<file path="config.mk">
export PLATFORM = sky130hd
export DESIGN_NAME = instr_fetch_ctrl_flat
export DESIGN_NICKNAME = d
export VERILOG_FILES = /design/src/rtl/instr_fetch_ctrl_if.sv /design/src/rtl/instr_fetch_ctrl.sv /design/src/flat_wrapper.sv
export SDC_FILE = /design/constraint.sdc
export NUM_CORES = 1
export LEC_CHECK = 0
export CAP_MARGIN = 20
export CORE_MARGIN = 1
export CORE_UTILIZATION = 30
export DETAILED_ROUTE_END_ITERATION = 8
export HOLD_SLACK_MARGIN = 0.15
export PLACE_DENSITY_LB_ADDON = 0.05
export SYNTH_ARGS = -nofsm -noshare
export SYNTH_HDL_FRONTEND = slang
export SYNTH_SLANG_ARGS = --single-unit
</file>
<file path="constraint.sdc">
create_clock -name clk -period 4.05 [get_ports clk]
set_input_delay 0.81 -clock clk [delete_from_list [all_inputs] [get_ports clk]]
set_output_delay 0.81 -clock clk [all_outputs]
set_load 0.01 [all_outputs]
</file>
<file path="src/rtl/instr_fetch_ctrl_if.sv">
// Bundle of fetch-controller signals: ROM port, decode handshake, redirect,
// run control and debug read. The controller drives through the master modport.
interface instr_fetch_ctrl_if #(
  parameter int ADDR_W = 10,
  parameter int DATA_W = 32
);
  logic [ADDR_W-1:0] rom_addr;
  logic [DATA_W-1:0] rom_data;

  // Decode handshake: the word in if_instr/if_pc moves on a cycle where
  // if_valid && if_ready. While if_valid is high and if_ready is low, the
  // producer holds if_instr/if_pc stable. if_ready may depend on nothing here.
  logic              if_valid;
  logic              if_ready;
  logic [DATA_W-1:0] if_instr;
  logic [ADDR_W-1:0] if_pc;

  logic              redirect_valid;
  logic [ADDR_W-1:0] redirect_pc;

  logic              halt_req;
  logic              run_req;
  logic              halted;

  logic              dbg_req;
  logic [ADDR_W-1:0] dbg_addr;
  logic              dbg_ack;
  logic [DATA_W-1:0] dbg_data;

  modport master (
    output rom_addr,
    input  rom_data,
    output if_valid,
    input  if_ready,
    output if_instr,
    output if_pc,
    input  redirect_valid,
    input  redirect_pc,
    input  halt_req,
    input  run_req,
    output halted,
    input  dbg_req,
    input  dbg_addr,
    output dbg_ack,
    output dbg_data
  );

  modport slave (
    input  rom_addr,
    output rom_data,
    input  if_valid,
    output if_ready,
    input  if_instr,
    input  if_pc,
    output redirect_valid,
    output redirect_pc,
    output halt_req,
    output run_req,
    input  halted,
    output dbg_req,
    output dbg_addr,
    input  dbg_ack,
    input  dbg_data
  );
endinterface

</file>
<file path="src/rtl/instr_fetch_ctrl.sv">
// Program counter, RUN/HALT control and fetch register stage for a
// combinational instruction ROM shared with a debug read port.
module instr_fetch_ctrl #(
  parameter int                ADDR_W    = 10,
  parameter int                DATA_W    = 32,
  parameter logic [ADDR_W-1:0] RESET_PC  = '0,
  parameter bit                START_RUN = 1'b1
) (
  input  logic                clk,
  input  logic                rst,
  instr_fetch_ctrl_if.master  bus
);

  typedef enum logic {
    ST_RUN  = 1'b0,
    ST_HALT = 1'b1
  } state_e;

  state_e            state_q, state_d;
  logic [ADDR_W-1:0] pc_q, pc_d;
  logic [ADDR_W-1:0] if_pc_q, if_pc_d;
  logic [DATA_W-1:0] if_instr_q, if_instr_d;
  logic              if_valid_q, if_valid_d;
  logic [DATA_W-1:0] dbg_data_q, dbg_data_d;
  logic              dbg_ack_q, dbg_ack_d;
  logic              last_dbg_q, last_dbg_d;

  logic fetch_want;
  logic dbg_want;
  logic fetch_gnt;
  logic dbg_gnt;

  // Alternating priority: when both want the ROM, the one not served last wins,
  // which bounds the debug wait to two cycles.
  always_comb begin
    fetch_want = (state_q == ST_RUN) && !bus.redirect_valid &&
                 (!if_valid_q || bus.if_ready);
    dbg_want   = bus.dbg_req && !dbg_ack_q;
    dbg_gnt    = dbg_want && (!fetch_want || !last_dbg_q);
    fetch_gnt  = fetch_want && !dbg_gnt;
  end

  always_comb begin
    state_d = state_q;
    case (state_q)
      ST_RUN:  if (bus.halt_req) state_d = ST_HALT;
      ST_HALT: if (bus.run_req && !bus.halt_req) state_d = ST_RUN;
      default: state_d = ST_HALT;
    endcase
  end

  always_comb begin
    pc_d       = pc_q;
    if_pc_d    = if_pc_q;
    if_instr_d = if_instr_q;
    if_valid_d = if_valid_q;
    if (bus.redirect_valid) begin
      pc_d       = bus.redirect_pc;
      if_valid_d = 1'b0;
    end else if (fetch_gnt) begin
      if_instr_d = bus.rom_data;
      if_pc_d    = pc_q;
      if_valid_d = 1'b1;
      pc_d       = pc_q + ADDR_W'(1);
    end else if (if_valid_q && bus.if_ready) begin
      if_valid_d = 1'b0;
    end
  end

  always_comb begin
    last_dbg_d = last_dbg_q;
    if (dbg_gnt) begin
      last_dbg_d = 1'b1;
    end else if (fetch_gnt) begin
      last_dbg_d = 1'b0;
    end
    dbg_ack_d  = dbg_gnt;
    dbg_data_d = dbg_gnt ? bus.rom_data : dbg_data_q;
  end

  always_ff @(posedge clk) begin
    if (rst) begin
      state_q    <= START_RUN ? ST_RUN : ST_HALT;
      pc_q       <= RESET_PC;
      if_pc_q    <= '0;
      if_instr_q <= '0;
      if_valid_q <= 1'b0;
      dbg_data_q <= '0;
      dbg_ack_q  <= 1'b0;
      last_dbg_q <= 1'b0;
    end else begin
      state_q    <= state_d;
      pc_q       <= pc_d;
      if_pc_q    <= if_pc_d;
      if_instr_q <= if_instr_d;
      if_valid_q <= if_valid_d;
      dbg_data_q <= dbg_data_d;
      dbg_ack_q  <= dbg_ack_d;
      last_dbg_q <= last_dbg_d;
    end
  end

  assign bus.rom_addr = dbg_gnt ? bus.dbg_addr : pc_q;
  assign bus.if_valid = if_valid_q;
  assign bus.if_instr = if_instr_q;
  assign bus.if_pc    = if_pc_q;
  assign bus.halted   = (state_q == ST_HALT);
  assign bus.dbg_ack  = dbg_ack_q;
  assign bus.dbg_data = dbg_data_q;

endmodule

</file>
<file path="src/flat_wrapper.sv">
// flat-port wrapper written by rule: the top's interface ports become plain ports
module instr_fetch_ctrl_flat 
#(
  parameter int                ADDR_W    = 10,
  parameter int                DATA_W    = 32,
  parameter logic [ADDR_W-1:0] RESET_PC  = '0,
  parameter bit                START_RUN = 1'b1
)
  (clk, rst, bus_rom_addr, bus_rom_data, bus_if_valid, bus_if_ready, bus_if_instr, bus_if_pc, bus_redirect_valid, bus_redirect_pc, bus_halt_req, bus_run_req, bus_halted, bus_dbg_req, bus_dbg_addr, bus_dbg_ack, bus_dbg_data);
  instr_fetch_ctrl_if #(.ADDR_W(ADDR_W), .DATA_W(DATA_W)) bus_i ();
  input  logic clk;
  input  logic rst;
  output wire logic [$bits(bus_i.rom_addr)-1:0] bus_rom_addr;
  input wire logic [$bits(bus_i.rom_data)-1:0] bus_rom_data;
  output wire logic [$bits(bus_i.if_valid)-1:0] bus_if_valid;
  input wire logic [$bits(bus_i.if_ready)-1:0] bus_if_ready;
  output wire logic [$bits(bus_i.if_instr)-1:0] bus_if_instr;
  output wire logic [$bits(bus_i.if_pc)-1:0] bus_if_pc;
  input wire logic [$bits(bus_i.redirect_valid)-1:0] bus_redirect_valid;
  input wire logic [$bits(bus_i.redirect_pc)-1:0] bus_redirect_pc;
  input wire logic [$bits(bus_i.halt_req)-1:0] bus_halt_req;
  input wire logic [$bits(bus_i.run_req)-1:0] bus_run_req;
  output wire logic [$bits(bus_i.halted)-1:0] bus_halted;
  input wire logic [$bits(bus_i.dbg_req)-1:0] bus_dbg_req;
  input wire logic [$bits(bus_i.dbg_addr)-1:0] bus_dbg_addr;
  output wire logic [$bits(bus_i.dbg_ack)-1:0] bus_dbg_ack;
  output wire logic [$bits(bus_i.dbg_data)-1:0] bus_dbg_data;
  assign bus_rom_addr = bus_i.rom_addr;
  assign bus_i.rom_data = bus_rom_data;
  assign bus_if_valid = bus_i.if_valid;
  assign bus_i.if_ready = bus_if_ready;
  assign bus_if_instr = bus_i.if_instr;
  assign bus_if_pc = bus_i.if_pc;
  assign bus_i.redirect_valid = bus_redirect_valid;
  assign bus_i.redirect_pc = bus_redirect_pc;
  assign bus_i.halt_req = bus_halt_req;
  assign bus_i.run_req = bus_run_req;
  assign bus_halted = bus_i.halted;
  assign bus_i.dbg_req = bus_dbg_req;
  assign bus_i.dbg_addr = bus_dbg_addr;
  assign bus_dbg_ack = bus_i.dbg_ack;
  assign bus_dbg_data = bus_i.dbg_data;
  instr_fetch_ctrl #(.ADDR_W(ADDR_W), .DATA_W(DATA_W), .RESET_PC(RESET_PC), .START_RUN(START_RUN)) u_core (.clk(clk), .rst(rst), .bus(bus_i));
endmodule
</file>
==> results of run 1 <==
-- per-layer routing --
| layer | vias to the layer above | routed length [µm] | part of all wire [%] |
|---|---|---|---|
| met2 | 90 | 4700 | 48 |
| met1 | 1447 | 4070 | 41 |
| met4 | 0 | 161 | 1.6 |
| met5 | - | 0 | 0 |
| met3 | 14 | 874 | 8.9 |
| li1 | 1563 | - | - |
-- flip-flops by register name, summed over array words and instances (netlist names) --
signal,count
u_core.bus.dbg_ack,1
u_core.bus.if_pc,10
u_core.bus.if_valid,1
u_core.last_dbg_q,1
u_core.bus.halted,1
u_core.pc_q,10
u_core.bus.if_instr,32
u_core.bus.dbg_data,32
-- layout make-up --
type | instances | area, µm²
Clock buffer | 11 | 243
Clock inverter | 4 | 45.0
Fill cell | 1122 | 5770
Inverter | 4 | 15.0
Multi-Input combinational cell | 263 | 1510
Sequential cell | 88 | 1760
Tap cell | 140 | 175
Timing Repair Buffer | 152 | 1510
-- cells in the mapped netlist (6+ instances only) --
library cell,n,area share (%)
a21oi_1,45,6.5
a31oi_1,6,1.1
buf_6,6,2.0
clkbuf_1,11,1.2
dfxtp_1,88,51
mux2_1,7,2.3
mux2i_1,32,9.2
nand2_1,93,10
nor2_1,36,3.9
-- cell families after synthesis --
family	Yosys count	share of synthesized area (%)
simple gates	154	19.1
flops	88	50.8
compound gates	65	11.4
mux	42	12.5
buf+inv	32	5.49
xor+xnor	1	0.253
fa+ha+maj	1	0.361
-- power groups by stage --
stage | sequential, mW | clock (mW) | combinational, mW
6_report | 0.955 | 0.819 | 0.367
4_1_cts | 0.956 | 0.853 | 0.374
3_5_place_dp | 0.975 | 0 | 0.372
3_3_place_gp | 0.974 | 0 | 0.370
2_1_floorplan | 0.988 | 0 | 0.158
5_1_grt | 0.962 | 0.880 | 0.401
-- path summary, 6_finish.rpt --
path                                         startpoint                      end  depth (start not counted)
worst max-delay path                 bus_redirect_valid          bus_rom_addr[2]                          6
worst min-delay path            u_core.bus.if_instr[29]  u_core.bus.if_instr[29]                          2
worst min register to register  u_core.bus.if_instr[29]  u_core.bus.if_instr[29]                          2
worst max register to register        u_core.bus.halted           u_core.pc_q[9]                          5
-- through the flow --
stage                     utilization, %  hold slack [ns]
after floorplan                        -            0.458
after global placement              45.1            0.441
after detailed placement            45.1            0.445
after CTS                           47.7            0.454
after global routing                47.7            0.472
final                               47.7            0.453
-- critical path, cell delays in order --
cell and delay (ns):
clkdlybuf4s50_1 0.49, nor2_2 0.09, a311oi_4 0.46, buf_12 0.20
mux2_1 0.33, clkdlybuf4s50_1 0.49
==> flow_summary.toml, run 1 <==
[yosys]
yosysWarnings = 0
avgSynthCellArea_um2 = 9.05
synth.net_count = 443
ys_ff_latch = 88
synth_ff_type = "dfxtp_1"
synth_edf_count = 0
synthesis.area_um2 = 3460
ys_types = 40
async_flop_share_pct = 0
yosysSeqAreaShare_pct = 50.8
syn_inst = 383

[pwr]
power_mw = 2.14
power_density_nw_per_um2 = 407
p_int_mw = 1.61
swShare_pct = 24.8
vdd_ir_drop_max_mv = 0.344
p_leak_nw = 1.96
p_comb_share_pct = 17.2
switchingPower_mw = 0.530
seqPwrFrac_pct = 44.6
power_frac_clock_pct = 38.3

[hold_path]
hp-class = "register to register"

[clock_network]
root_buffer = "clkbuf_16"
holdBufCountCts = 0
cts_resized = 0
ctsLongestPathBuffers = 2
clock_sinks = 88
htreeDepth = 3
cts_tree = "yes"
numCtsBuffers = 9
clkLatencyLatePin_ns = 0.34
cts_setup_buffers = 0
clk_pin_slew_ns = 0.06

[sta]
post-route-period-util_pct = 90.9
worstMarginPinSlew_ns = 0.978
relSlewSlack_pct = 34.8
finalWorstSetupSlack_ns = 0.368
min_period_ns = 3.68
hold_viol_final = 0
rsz0062_at_grt = "no"
clock.fmax_mhz = 272
fin_tns_setup_ns = 0
setup-violations-final = 0
report.final.slew_viol_count = 0
fin_skew_ns = 0.00418

[final_layout]
nets = 578
final_cell_area_um2 = 5260
antenna_cells = 0
area_growth_pct = 51.9
final_cell_mix = "144 x clkdlybuf4s50_1, 93 x nand2_1, 88 x dfxtp_1, 45 x a21oi_1, 36 x nor2_1"
final_common_cell = "clkdlybuf4s50_1"
final_cells = 662
drive_above_1_share_pct = 6.13

[global_routing]
grt_start_max_net_pins = 52
grt.busiest_layer = "met2"
grt_usage_pct = 17.1
grt_pass1_vias = 3030
use_met2_pct = 28.9
use_met3_pct = 8.54
grt_pass1_wl_mm = 15.3
gr-usage-met1_pct = 18.7
antenna_found_initial = 0
overflow = 0

[place]
gp_congestion = 0.753
portBuffers = 145
placed_cells = 647
postPlaceCellArea_um2 = 4980
dp_hpwl_mm = 6.60
pre_cts_ws_ns = 0.361

[floorplanning]
die_area_um2 = 12000
num_io_pins = 146
start_util_pct = 31.4
num_rows = 38
die_w_um = 109
core_region_area_um2 = 11000
die_y_um = 109

[setup_path]
cp-start-kind = "primary input"
cp-end-kind = "primary output"
cp_max_fo = 12
rrSetupSlack_ns = 1.91
worst_ep_required_time_ns = 3.24
worst-setup-path-type = "primary input to primary output"
cp.arrival_ns = 2.87

[drt]
drtAntennaViolNets = 0
drt_iter0_markers = 85
drc_errors = 0
via_per_inst = 4.70
first_pass_iters = 4
avgRoutedWirePerCell_um = 14.8
wl_mm = 9.80
vias = 3114

[outcome]
run_status = "finished clean"

[flow_run]
cap_violations = 0
No activity file was read; power rests on OpenSTA's default activity.
==> inputs of run 2 (changes only) <==
--- a/config.mk
+++ b/config.mk
@@ -7,7 +7,7 @@
 export LEC_CHECK = 0
 export CAP_MARGIN = 20
 export CORE_MARGIN = 1
-export CORE_UTILIZATION = 30
+export CORE_UTILIZATION = 35
 export DETAILED_ROUTE_END_ITERATION = 8
 export HOLD_SLACK_MARGIN = 0.15
 export PLACE_DENSITY_LB_ADDON = 0.05
==> run 2 against run 1 <==
Compared with the run above: fmax fell by 0.22%; clock skew increased by 0.0066 ns; critical path type unchanged; largest power group unchanged; non-clock buffer count increased by 1; first-iteration DRC count down 20%; wire length down 5.4%; critical path depth stayed put; combinational power about the same; via count decreased by 1.0%; register-to-register slack better by 0.08 ns; highest routed layer unchanged; design area is 1.4% lower; utilization is 7.4 points higher; setup slack lost 0.0080 ns.
==> flow_summary.toml, run 2 (same netlist as run 1, synthesis figures left out) <==
[sta]
relSlewSlack_pct = 37.3
clock.fmax_mhz = 271
min_period_ns = 3.69
fin_tns_setup_ns = 0
report.final.slew_viol_count = 0
setup-violations-final = 0
worstMarginPinSlew_ns = 0.941
fin_skew_ns = 0.0108
rsz0062_at_grt = "no"
post-route-period-util_pct = 91.1
hold_viol_final = 0

[pwr]
power_mw = 2.03
vdd_ir_drop_max_mv = 0.166
power_density_nw_per_um2 = 390
p_leak_nw = 1.93

[drt]
first_pass_iters = 4
vias = 3083
avgRoutedWirePerCell_um = 14.2
drtAntennaViolNets = 0
met2WireLength_mm = 4.27
top_layer = "met4"
via_per_inst = 4.72
wl_met3_um = 777
wl_mm = 9.27
drc_errors = 0
wl_met1_mm = 4.13
drt_iter0_markers = 68

[setup_path]
rrSetupSlack_ns = 1.99
critPathBufInv = 3
cp_max_fo = 8
worst_ep_required_time_ns = 3.24
cp_common_cell = "clkdlybuf4s50_1"
cp.depth = 6
cpMaxStageDelayCell = "clkdlybuf4s50_1"
cp-end-kind = "primary output"
worstPathCellList = "clkdlybuf4s50_1 -> nor2_2 -> a311oi_4 -> buf_4 -> mux2_1 -> clkdlybuf4s50_1"
worst-setup-path-type = "primary input to primary output"
crit_family = "buffers and inverters"
r2r_cells = 4
slowest_delay_ns = 0.49
cp.arrival_ns = 2.88
cp-start-kind = "primary input"

[floorplanning]
start_util_pct = 36.8
die_y_um = 101
core_region_area_um2 = 9420
num_io_pins = 146
die_area_um2 = 10300
die_w_um = 101
num_rows = 35

[final_layout]
drive_above_1_share_pct = 6.68
antenna_cells = 0
utilization_pct = 55.1
area_growth_pct = 49.9
seq_area_um2 = 1760
multi_input_area_um2 = 1510
nFillCells = 897
nets = 579
final_cell_mix = "144 x clkdlybuf4s50_1, 93 x nand2_1, 88 x dfxtp_1, 45 x a21oi_1, 36 x nor2_1"
final_common_cell = "clkdlybuf4s50_1"

[clock_network]
cts_setup_buffers = 0
clkLatencyLatePin_ns = 0.35
cts_tree = "yes"
cts_resized = 0
numCtsBuffers = 9
clk_pin_slew_ns = 0.08
root_buffer = "clkbuf_8"
htreeDepth = 3
holdBufCountCts = 0
clock_sinks = 88
ctsLongestPathBuffers = 2

[global_routing]
grt_start_max_net_pins = 51
grt_pass1_wl_mm = 14.8
antenna_found_initial = 0
grt_pass1_vias = 3046
overflow = 0
grt_usage_pct = 18.5

[place]
dp_hpwl_mm = 6.35
portBuffers = 145
gp_congestion = 0.742

[hold_path]
hold_depth = 2
hp-class = "register to register"

[flow_run]
cap_violations = 0

[outcome]
run_status = "finished clean"
[run 2: changes by cell type in the layout (fill, tap and decap cells not counted)]
cell,change
clkbuf_16,-9
clkbuf_8,+9
clkinv_2,-3
buf_4,+2
inv_6,+2
buf_12,-1
bufinv_16,+1
clkbuf_1,-1
clkinv_4,+1
inv_8,+1
[run 2: metal layers]
layer | vias up | track usage [%]
met2 | 95 | 31.3
met3 | 7 | 7.73
met4 | 0 | 4.79
met5 | - | 0
li1 | 1564 | -
met1 | 1417 | 21.7
[run 2: per-stage QoR]
stage | hold slack (ns) | std cells | setup slack (ns) | cell area [µm²]
after detailed placement | 0.446 | 637 | 0.345 | 4960
after global placement | 0.441 | 637 | 0.387 | 4960
after global routing | 0.471 | 653 | 0.244 | 5190
after CTS | 0.459 | 653 | 0.340 | 5190
final | 0.453 | 653 | 0.360 | 5190
after floorplan | 0.458 | 383 | 1.18 | 3460
[run 2: report_power, final]
group / leakage [nW] / switching, mW / internal (mW) / total [mW]
logic: 1.09 / 0.160 / 0.203 / 0.364
clock network: 0.119 / 0.335 / 0.375 / 0.709
registers: 0.722 / 0.0371 / 0.917 / 0.954
total: 1.93 / 0.532 / 1.50 / 2.03
[run 2: final cells by class]
cell class,count,area share [%]
clock buffers,10,2.65
clock inverters,6,1.88
inverters,4,0.289
multi-input cells,263,29.1
flip-flops and latches,88,33.9
well taps,129,3.11
repair buffers,153,29.0
[run 2: worst reg2reg max path: stages (launching register included)]
cell and delay (ns):
dfxtp_1 0.35, nor2_2 0.24, nand3_2 0.55, or4_1 0.68, a31oi_1 0.16
[run 2: final timing paths]
path | start | to
hold reg to reg | u_core.bus.if_instr[24] | u_core.bus.if_instr[24]
setup reg to reg | u_core.bus.halted | u_core.pc_q[7]
setup / recovery | bus_redirect_valid | bus_rom_addr[2]
hold / removal | u_core.bus.if_instr[24] | u_core.bus.if_instr[24]
